[src/rtl/fetch_queue_if.sv]
// Fetch/decode handshake bundle for fetch_queue; the zero_seen flag exists only
// when FQ_ZERO_DROP_EN is defined.
interface fetch_queue_if #(
    parameter int DEPTH = 8,
    parameter int XLEN  = 32
);
    localparam int CW = $clog2(DEPTH + 1);

    logic            flush;
    logic            in_valid1;
    logic            in_valid2;
    logic [XLEN-1:0] in_inst1;
    logic [XLEN-1:0] in_inst2;
    logic [XLEN-1:0] in_pc1;
    logic [XLEN-1:0] in_pc2;
    logic            in_ready;
    logic            out_valid1;
    logic            out_valid2;
    logic [XLEN-1:0] out_inst1;
    logic [XLEN-1:0] out_inst2;
    logic [XLEN-1:0] out_pc1;
    logic [XLEN-1:0] out_pc2;
    logic            dec_ready;
    logic [CW-1:0]   count;
`ifdef FQ_ZERO_DROP_EN
    logic            zero_seen;
`endif

    modport master (
        output flush, in_valid1, in_valid2, in_inst1, in_inst2, in_pc1, in_pc2, dec_ready,
        input  in_ready, out_valid1, out_valid2, out_inst1, out_inst2, out_pc1, out_pc2, count
`ifdef FQ_ZERO_DROP_EN
        , input zero_seen
`endif
    );

    modport slave (
        input  flush, in_valid1, in_valid2, in_inst1, in_inst2, in_pc1, in_pc2, dec_ready,
        output in_ready, out_valid1, out_valid2, out_inst1, out_inst2, out_pc1, out_pc2, count
`ifdef FQ_ZERO_DROP_EN
        , output zero_seen
`endif
    );
endinterface

[src/rtl/fetch_queue.sv]
// Dual-issue show-ahead instruction buffer between fetch and decode.
// Optional macro FQ_ZERO_DROP_EN drops all-zero instruction words at enqueue.
module fetch_queue #(
    parameter int DEPTH = 8,
    parameter int XLEN  = 32
) (
    input  logic        clk,
    input  logic        rst,
    fetch_queue_if.slave fq
);
    localparam int PW = $clog2(DEPTH);
    localparam int CW = $clog2(DEPTH + 1);

    logic [XLEN-1:0] instMem [DEPTH];
    logic [XLEN-1:0] pcMem   [DEPTH];

    logic [PW-1:0]   head;
    logic [PW-1:0]   tail;
    logic [CW-1:0]   occupancy;

    logic            inReady;
    logic            accept;
    logic            keep1;
    logic            keep2;
    logic            outValid1;
    logic            outValid2;
    logic [CW-1:0]   enqN;
    logic [CW-1:0]   deqN;
    logic [XLEN-1:0] firstInst;
    logic [XLEN-1:0] firstPc;
    logic [PW-1:0]   headPlus1;
    logic [PW-1:0]   tailPlus1;

    // Enqueue/dequeue amounts; a flush cancels both so pointers simply reset.
    always_comb begin
        keep1     = fq.in_valid1;
        keep2     = fq.in_valid2;
`ifdef FQ_ZERO_DROP_EN
        keep1     = fq.in_valid1 && (fq.in_inst1 != '0);
        keep2     = fq.in_valid2 && (fq.in_inst2 != '0);
`endif
        inReady   = (occupancy <= CW'(DEPTH - 2));
        accept    = inReady && !fq.flush;
        enqN      = accept ? (CW'(keep1) + CW'(keep2)) : '0;
        outValid1 = (occupancy >= CW'(1));
        outValid2 = (occupancy >= CW'(2));
        deqN      = (fq.dec_ready && !fq.flush) ? (CW'(outValid1) + CW'(outValid2)) : '0;
        firstInst = keep1 ? fq.in_inst1 : fq.in_inst2;
        firstPc   = keep1 ? fq.in_pc1   : fq.in_pc2;
        headPlus1 = head + PW'(1);
        tailPlus1 = tail + PW'(1);
    end

    always_ff @(posedge clk) begin
        if (rst || fq.flush) begin
            head      <= '0;
            tail      <= '0;
            occupancy <= '0;
        end else begin
            head      <= head + PW'(deqN);
            tail      <= tail + PW'(enqN);
            occupancy <= occupancy + enqN - deqN;
        end
    end

    // The surviving older word always lands at tail; slot 2 follows only if both survive.
    always_ff @(posedge clk) begin
        if (!rst && accept && (keep1 || keep2)) begin
            instMem[tail] <= firstInst;
            pcMem[tail]   <= firstPc;
        end
        if (!rst && accept && keep1 && keep2) begin
            instMem[tailPlus1] <= fq.in_inst2;
            pcMem[tailPlus1]   <= fq.in_pc2;
        end
    end

`ifdef FQ_ZERO_DROP_EN
    logic zeroSeen;

    always_ff @(posedge clk) begin
        if (rst || fq.flush) begin
            zeroSeen <= 1'b0;
        end else if (accept && ((fq.in_valid1 && fq.in_inst1 == '0) ||
                                (fq.in_valid2 && fq.in_inst2 == '0))) begin
            zeroSeen <= 1'b1;
        end
    end

    assign fq.zero_seen = zeroSeen;
`endif

    assign fq.in_ready   = inReady;
    assign fq.count      = occupancy;
    assign fq.out_valid1 = outValid1;
    assign fq.out_valid2 = outValid2;
    assign fq.out_inst1  = outValid1 ? instMem[head]      : '0;
    assign fq.out_pc1    = outValid1 ? pcMem[head]        : '0;
    assign fq.out_inst2  = outValid2 ? instMem[headPlus1] : '0;
    assign fq.out_pc2    = outValid2 ? pcMem[headPlus1]   : '0;
endmodule
[src/flat_wrapper.sv]
// flat-port wrapper written by rule: the top's interface ports become plain ports
module fetch_queue_flat 
#(
    parameter int DEPTH = 8,
    parameter int XLEN  = 32
)
  (clk, rst, fq_flush, fq_in_valid1, fq_in_valid2, fq_in_inst1, fq_in_inst2, fq_in_pc1, fq_in_pc2, fq_dec_ready, fq_in_ready, fq_out_valid1, fq_out_valid2, fq_out_inst1, fq_out_inst2, fq_out_pc1, fq_out_pc2, fq_count);
  fetch_queue_if #(.DEPTH(DEPTH), .XLEN(XLEN)) fq_i ();
  input  logic clk;
  input  logic rst;
  input wire logic [$bits(fq_i.flush)-1:0] fq_flush;
  input wire logic [$bits(fq_i.in_valid1)-1:0] fq_in_valid1;
  input wire logic [$bits(fq_i.in_valid2)-1:0] fq_in_valid2;
  input wire logic [$bits(fq_i.in_inst1)-1:0] fq_in_inst1;
  input wire logic [$bits(fq_i.in_inst2)-1:0] fq_in_inst2;
  input wire logic [$bits(fq_i.in_pc1)-1:0] fq_in_pc1;
  input wire logic [$bits(fq_i.in_pc2)-1:0] fq_in_pc2;
  input wire logic [$bits(fq_i.dec_ready)-1:0] fq_dec_ready;
  output wire logic [$bits(fq_i.in_ready)-1:0] fq_in_ready;
  output wire logic [$bits(fq_i.out_valid1)-1:0] fq_out_valid1;
  output wire logic [$bits(fq_i.out_valid2)-1:0] fq_out_valid2;
  output wire logic [$bits(fq_i.out_inst1)-1:0] fq_out_inst1;
  output wire logic [$bits(fq_i.out_inst2)-1:0] fq_out_inst2;
  output wire logic [$bits(fq_i.out_pc1)-1:0] fq_out_pc1;
  output wire logic [$bits(fq_i.out_pc2)-1:0] fq_out_pc2;
  output wire logic [$bits(fq_i.count)-1:0] fq_count;
  assign fq_i.flush = fq_flush;
  assign fq_i.in_valid1 = fq_in_valid1;
  assign fq_i.in_valid2 = fq_in_valid2;
  assign fq_i.in_inst1 = fq_in_inst1;
  assign fq_i.in_inst2 = fq_in_inst2;
  assign fq_i.in_pc1 = fq_in_pc1;
  assign fq_i.in_pc2 = fq_in_pc2;
  assign fq_i.dec_ready = fq_dec_ready;
  assign fq_in_ready = fq_i.in_ready;
  assign fq_out_valid1 = fq_i.out_valid1;
  assign fq_out_valid2 = fq_i.out_valid2;
  assign fq_out_inst1 = fq_i.out_inst1;
  assign fq_out_inst2 = fq_i.out_inst2;
  assign fq_out_pc1 = fq_i.out_pc1;
  assign fq_out_pc2 = fq_i.out_pc2;
  assign fq_count = fq_i.count;
  fetch_queue #(.DEPTH(DEPTH), .XLEN(XLEN)) u_core (.clk(clk), .rst(rst), .fq(fq_i));
endmodule
[config.mk]
export PLATFORM = sky130hd
export DESIGN_NAME = fetch_queue_flat
export DESIGN_NICKNAME = d
export VERILOG_FILES = /design/src/rtl/fetch_queue_if.sv /design/src/rtl/fetch_queue.sv /design/src/flat_wrapper.sv
export SDC_FILE = /design/constraint.sdc
export NUM_CORES = 1
export LEC_CHECK = 0
export BUFFER_PORTS_ARGS = -buffer_cell sky130_fd_sc_hd__buf_2
export CAP_MARGIN = 20
export CORE_MARGIN = 5
export CORE_UTILIZATION = 63
export CTS_BUF_LIST = sky130_fd_sc_hd__clkbuf_2 sky130_fd_sc_hd__clkbuf_4 sky130_fd_sc_hd__clkbuf_8
export CTS_CLUSTER_SIZE = 25
export DETAILED_ROUTE_END_ITERATION = 6
export GPL_ROUTABILITY_DRIVEN = 0
export PLACE_DENSITY_LB_ADDON = 0.3
export RECOVER_POWER = 25
export SYNTH_ARGS = -nofsm -noshare
export SYNTH_HDL_FRONTEND = slang
export SYNTH_SLANG_ARGS = --single-unit
[constraint.sdc]
create_clock -name clk -period 5.07 [get_ports clk]
set_input_delay 0 -clock clk [delete_from_list [all_inputs] [get_ports clk]]
set_output_delay 0 -clock clk [all_outputs]
set_load 0.02 [all_outputs]
* Word level (Yosys, flattened, before mapping)
Memories as Yosys holds them, arrays and structs flattened. A register that Yosys moved wholly into a read port is not among the register bits. Index checks and enable logic that the tools add are counted.
Cells by class: add/subtract/negate cells 8, $lt $le $gt $ge 3, multiplexer cells 14, reductions and logical operators 10
Operators by type and width (count):
- two-way mux 32 bit | 6
- two-way mux 4 bit | 2
- adder 3 x 1 -> 3 bit (second input constant) | 2
- adder 3 bit | 2
- logical AND 1 bit | 6
- two-way mux 3 bit | 2
- adder 1 x 1 -> 2 bit | 2
- adder 4 bit | 1
- greater-or-equal comparator 4 x 1 -> 1 bit (second input constant) | 1
- greater-or-equal comparator 4 x 2 -> 1 bit (second input constant) | 1
- <= comparator 4 x 3 -> 1 bit (second input constant) | 1
- two-way mux 1 bit | 4
- subtractor 4 bit | 1
- zero test 1 bit | 2
- logical OR 1 bit | 2
Word-level totals: register bits 10, bits in writable memories 512, bits of input ports 134, output and inout port bits 135, memories kept 2
Memory list:
- u_core.instMem | words 8, bits a word 32, read ports 2, clocked after memory_dff 1, write ports 2, RTL line fetch_queue.sv:14 | logic [XLEN-1:0] instMem [DEPTH];
- u_core.pcMem | words 8, bits a word 32, read ports 2, clocked after memory_dff 1, write ports 2, RTL line fetch_queue.sv:15 | logic [XLEN-1:0] pcMem [DEPTH];

* Longest topological paths before layout
word-level depth 7, gate-level depth with buffers 16

* Worst setup path after synthesis
No wires, ideal clock.
kind register to register, start point register u_core.occupancy[3] (netlist: u_core.fq.count[3]), end point memory u_core.instMem[0][0] (enable), data arrival time 4.085 ns, required time 4.584 ns, setup slack 0.499 ns, stages on the path, launching flop included 8, path buffers 0, cell sequence dfxtp_1 inv_1 ha_1 nand2_1 mux2i_4 inv_2 nand2_1 nor2_1
RTL lines:
- from (decl) | RTL line fetch_queue.sv:19 | logic [CW-1:0] occupancy;
- from (signal assigned) | RTL line fetch_queue.sv:62 | occupancy <= occupancy + enqN - deqN;
- to (decl) | RTL line fetch_queue.sv:14

* Worst setup path in the final report
start point register u_core.occupancy[2] (netlist: u_core.fq.count[2]), end point output port fq_out_inst1[9]
On the way: longest elaborated chain between the ends 2
RTL lines:
- greater-or-equal comparator 4 x 1 -> 1 bit | RTL line fetch_queue.sv:45 | outValid1 = (occupancy >= CW'(1));
- two-way mux 32 bit | RTL line fetch_queue.sv:97 | assign fq.out_inst1 = outValid1 ? instMem[head] : '0;
- to (decl) | RTL line flat_wrapper.sv:22 | output wire logic [$bits(fq_i.out_inst1)-1:0] fq_out_inst1;
Every way passes these cells.

==> PnR_summary.wiki <==
{| class="wikitable"
! Metric !! Value
|-
| Post-layout nets || about 2900
|-
| Max capacitance violation total || 7
|-
| H-tree depth || 3
|-
| Total grt overflow || 0
|-
| Wire length of the first global-routing pass || ~150 mm
|-
| Synth Flop Type || sky130_fd_sc_hd__edfxtp_1
|-
| Post-synth ARST share || 0%
|-
| Worst setup skew after layout || between 10 and 15 ps
|-
| Switching power share of the total || between 30% and 40%
|-
| Synthesized cell area || approximately 0.032 mm²
|-
| CP Max Fanout || between 60 and 70
|-
| Final number of max-transition violations || between 200 and 300
|-
| Post-CTS setup buffer count || 0
|-
| Leak pwr || ~13 nW
|-
| Register bit total from synthesis || ~520
|-
| Post-route worst setup slack || 813 ps
|-
| Fin Setup TNS || 0 ps
|-
| DR WL met2 || roughly 47 mm
|-
| Synthesized area divided by synthesized cell count || 13.9 µm²
|-
| Worst-case setup slack after placement || ~1600 ps
|-
| Required time worst endpoint || around 5100 ps
|-
| Initial core utilization || approximately 64%
|-
| Final worst-path cycle share || between 80% and 90%
|-
| Routed wire per std cell || ~28 µm
|-
| Antenna violations before repair || 5
|-
| Outcome || finished with violations
|-
| Max Buffers Root-to-Sink || 3
|-
| Number of clock sinks || approximately 520
|-
| RSZ-0062 raised after global routing || no
|-
| Startpoint class of the critical path || flop
|-
| Post-DR vias/cell || just under 7
|-
| Total via count in the routed design || ~24000
|-
| Clock period minus final worst setup slack || between 4000 and 5000 ps
|-
| Total global-route track usage || ~34%
|-
| Core Footprint || 0.0502 mm²
|-
| Number of enable flip-flop cells after synthesis || just over 500
|-
| Final wirelength || 97.6 mm
|-
| Setup Crit Path Kind || reg -> out
|-
| Clk_lat worst skew || about 680 ps
|-
| I/O pin count || 269
|-
| Max Clock Freq || 0.235 GHz
|-
| Power density normalized to cell area || 374 mW/mm²
|-
| Maximum number of pins on one net before global-route repair || approximately 160
|-
| Total routed wire length on the met1 layer || between 30 and 40 mm
|-
| Number of DRC markers after the initial detailed-route iteration || 2570
|-
| Vias in the first global route || 24900
|-
| Clock network power share || between 20% and 30%
|-
| Sum of net half-perimeters after detailed placement || ~53 mm
|-
| Post-cts sizing count || 0
|-
| Gate count after technology mapping || 2302
|-
| Violations in the final reports || capacitance limit, slew limit
|-
| DRT antenna net count || 0
|-
| Filler cells || 3200
|-
| Buffers on Ports || ~270
|-
| Clock Pin Slew Worst Setup and Hold Paths || about 60 ps
|-
| Transition time at the pin with the least slew margin || between 2000 and 3000 ps
|-
| Yosys warns || 0
|-
| Net Count, Synth || roughly 2500
|-
| Floorplan die area || roughly 0.055 mm²
|-
| Number of buffers inserted during clock tree synthesis || a little under 90
|-
| Internal Pwr Total || approximately 8.6 mW
|-
| Count of distinct cell types in the synthesized netlist || 47
|-
| Sw power || 5.34 mW
|-
| Path class of the lowest-slack min-delay path || in -> reg
|-
| Worst setup EP type || output port
|-
| Uppermost layer routed || met5
|-
| Rel. slew slack || -80.1%
|-
| Sequential area share after synthesis || between 40% and 50%
|-
| Power share of the combinational group || between 30% and 40%
|-
| CTS tree || yes
|-
| Count of endpoints failing setup in the final report || 0
|-
| Synth-to-layout area growth || 16.9%
|-
| Routed met3 length || 10.1 mm
|-
| Fraction of final layout cells sized beyond drive strength 1 || about two fifths
|-
| Die W || 235 µm
|-
| Total number of placement rows || roughly 80
|-
| Final count of hold timing violations || 0
|-
| Vertical die dimension || about 240 µm
|-
| Pre-Repair DR Iteration Count || 7
|-
| Root buffer cell || sky130_fd_sc_hd__clkbuf_8
|-
| Worst Path Arrival || 4260 ps
|-
| Max rail drop VDD || between 0.0004 and 0.0005 V
|-
| Sequential Power Share || 35.3%
|-
| Cts-stage hold buffer count || 196
|-
| Residual DRC count || 0
|}
[cell families (layout without fill, tap and decap cells)]
| group | Yosys count | after routing | synth area share [%] |
|---|---|---|---|
| compound gates | 332 | 332 | 8.07 |
| xor+xnor | 8 | 8 | 0.243 |
| mux | 1025 | 1025 | 35.8 |
| fa+ha+maj | 18 | 18 | 0.800 |
| buf+inv | 210 | 692 | 3.22 |
| simple gates | 187 | 187 | 3.11 |
| other cells | 0 | 5 | 0 |
| flops | 522 | 522 | 48.8 |
[critical path: stages, from the launching register on]
cell	delay, ps
sky130_fd_sc_hd__dfxtp_1	340
sky130_fd_sc_hd__inv_1	120
sky130_fd_sc_hd__ha_1	170
sky130_fd_sc_hd__o21ai_0	90
sky130_fd_sc_hd__nand2_2	90
sky130_fd_sc_hd__clkbuf_2	1670
sky130_fd_sc_hd__nand2_1	180
sky130_fd_sc_hd__a221oi_1	610
sky130_fd_sc_hd__buf_2	280
[final cells by class]
type | count | area (µm²) | share of cell area, %
Clock buffer | 119 | 1460 | 3.92
Tap cell | 672 | 841 | 2.25
Multi-Input combinational cell | 1570 | 15400 | 41.2
Inverter | 13 | 48.8 | 0.131
Sequential cell | 522 | 15600 | 41.8
Clock inverter | 32 | 140 | 0.376
Timing Repair Buffer | 528 | 3850 | 10.3
Antenna cell | 5 | 12.5 | 0.0335
[layout by cell type, fill, tap and decap left out, types with 46 or more instances in the layout]
master,netlist,layout
sky130_fd_sc_hd__a2111oi_0,64,64
sky130_fd_sc_hd__a211oi_1,64,64
sky130_fd_sc_hd__a221oi_1,64,64
sky130_fd_sc_hd__a22oi_1,64,64
sky130_fd_sc_hd__buf_2,68,262
sky130_fd_sc_hd__buf_4,1,46
sky130_fd_sc_hd__clkbuf_8,0,91
sky130_fd_sc_hd__dlygate4sd3_1,0,196
sky130_fd_sc_hd__edfxtp_1,512,512
sky130_fd_sc_hd__mux2_2,610,609
sky130_fd_sc_hd__mux2_4,70,61
sky130_fd_sc_hd__mux2i_1,320,321
sky130_fd_sc_hd__nand2_1,71,69
sky130_fd_sc_hd__nor2b_1,67,65
sky130_fd_sc_hd__o22ai_1,64,64
[state kept, by name, summed over array words and instances (netlist names)]
name	count
u_core.pcMem	256
u_core.tail	3
u_core.fq.count	4
u_core.instMem	256
u_core.head	3
[synthesized netlist by cell type (12+ instances only)]
master	count	area share (%)
sky130_fd_sc_hd__mux2_1	24	0.85
sky130_fd_sc_hd__ha_1	14	0.55
sky130_fd_sc_hd__mux2i_1	320	10
sky130_fd_sc_hd__buf_1	28	0.33
sky130_fd_sc_hd__mux2_4	70	3.3
sky130_fd_sc_hd__nand2_1	71	0.83
sky130_fd_sc_hd__a22oi_1	64	1.5
sky130_fd_sc_hd__clkbuf_1	87	1.0
sky130_fd_sc_hd__a221oi_1	64	1.8
sky130_fd_sc_hd__o22ai_1	64	1.3
sky130_fd_sc_hd__nor2b_1	67	1.3
sky130_fd_sc_hd__buf_2	68	1.1
sky130_fd_sc_hd__a211oi_1	64	1.5
sky130_fd_sc_hd__inv_1	12	0.14
sky130_fd_sc_hd__edfxtp_1	512	48
sky130_fd_sc_hd__a2111oi_0	64	1.8
sky130_fd_sc_hd__mux2_2	610	22
sky130_fd_sc_hd__nor2_1	15	0.18
[routing by layer]
metal | global-route usage, % | up-vias
li1 | - | 10100
met1 | 43.4 | 11700
met2 | 55.6 | 1562
met3 | 6.55 | 311
met4 | 16.0 | 4
met5 | 0 | -
[power groups by stage]
stage	registers (mW)	logic (mW)	clock network (mW)
floorplan	5.03	3.21	0
global placement	5.01	5.07	0
detailed placement	5.02	5.16	0
CTS	4.93	5.33	3.58
global route	4.94	5.73	3.77
finish	4.94	5.47	3.56
[per-stage QoR]
step	cell area (µm²)	hold slack (ps)	utilization, %	instances	power, mW
2_1_floorplan	31900	76.6	-	2302	8.23
3_3_place_gp	33800	268	67.4	3107	10.1
3_5_place_dp	33800	281	67.4	3107	10.2
4_1_cts	37400	36.2	74.5	3454	13.8
5_1_grt	37300	94.4	74.3	3458	14.4
6_report	37300	65.5	74.4	3461	14.0
[worst paths after layout]
| check | startpoint | endpoint | slack, ps | cells past startpoint |
|---|---|---|---|---|
| worst max register to register | u_core.fq.count[3]$_SDFF_PP0_ | u_core.pcMem[2][13]$_DFFE_PP_ | 840 | 8 |
| worst min register to register | u_core.tail[2]$_SDFF_PP0_ | u_core.tail[2]$_SDFF_PP0_ | 590 | 2 |
| worst min-delay path | fq_in_valid2 | u_core.tail[1]$_SDFF_PP0_ | 70 | 5 |
| worst max-delay path | u_core.fq.count[2]$_SDFF_PP0_ | fq_out_inst1[9] | 810 | 8 |
(Power assumes the default switching activity.)
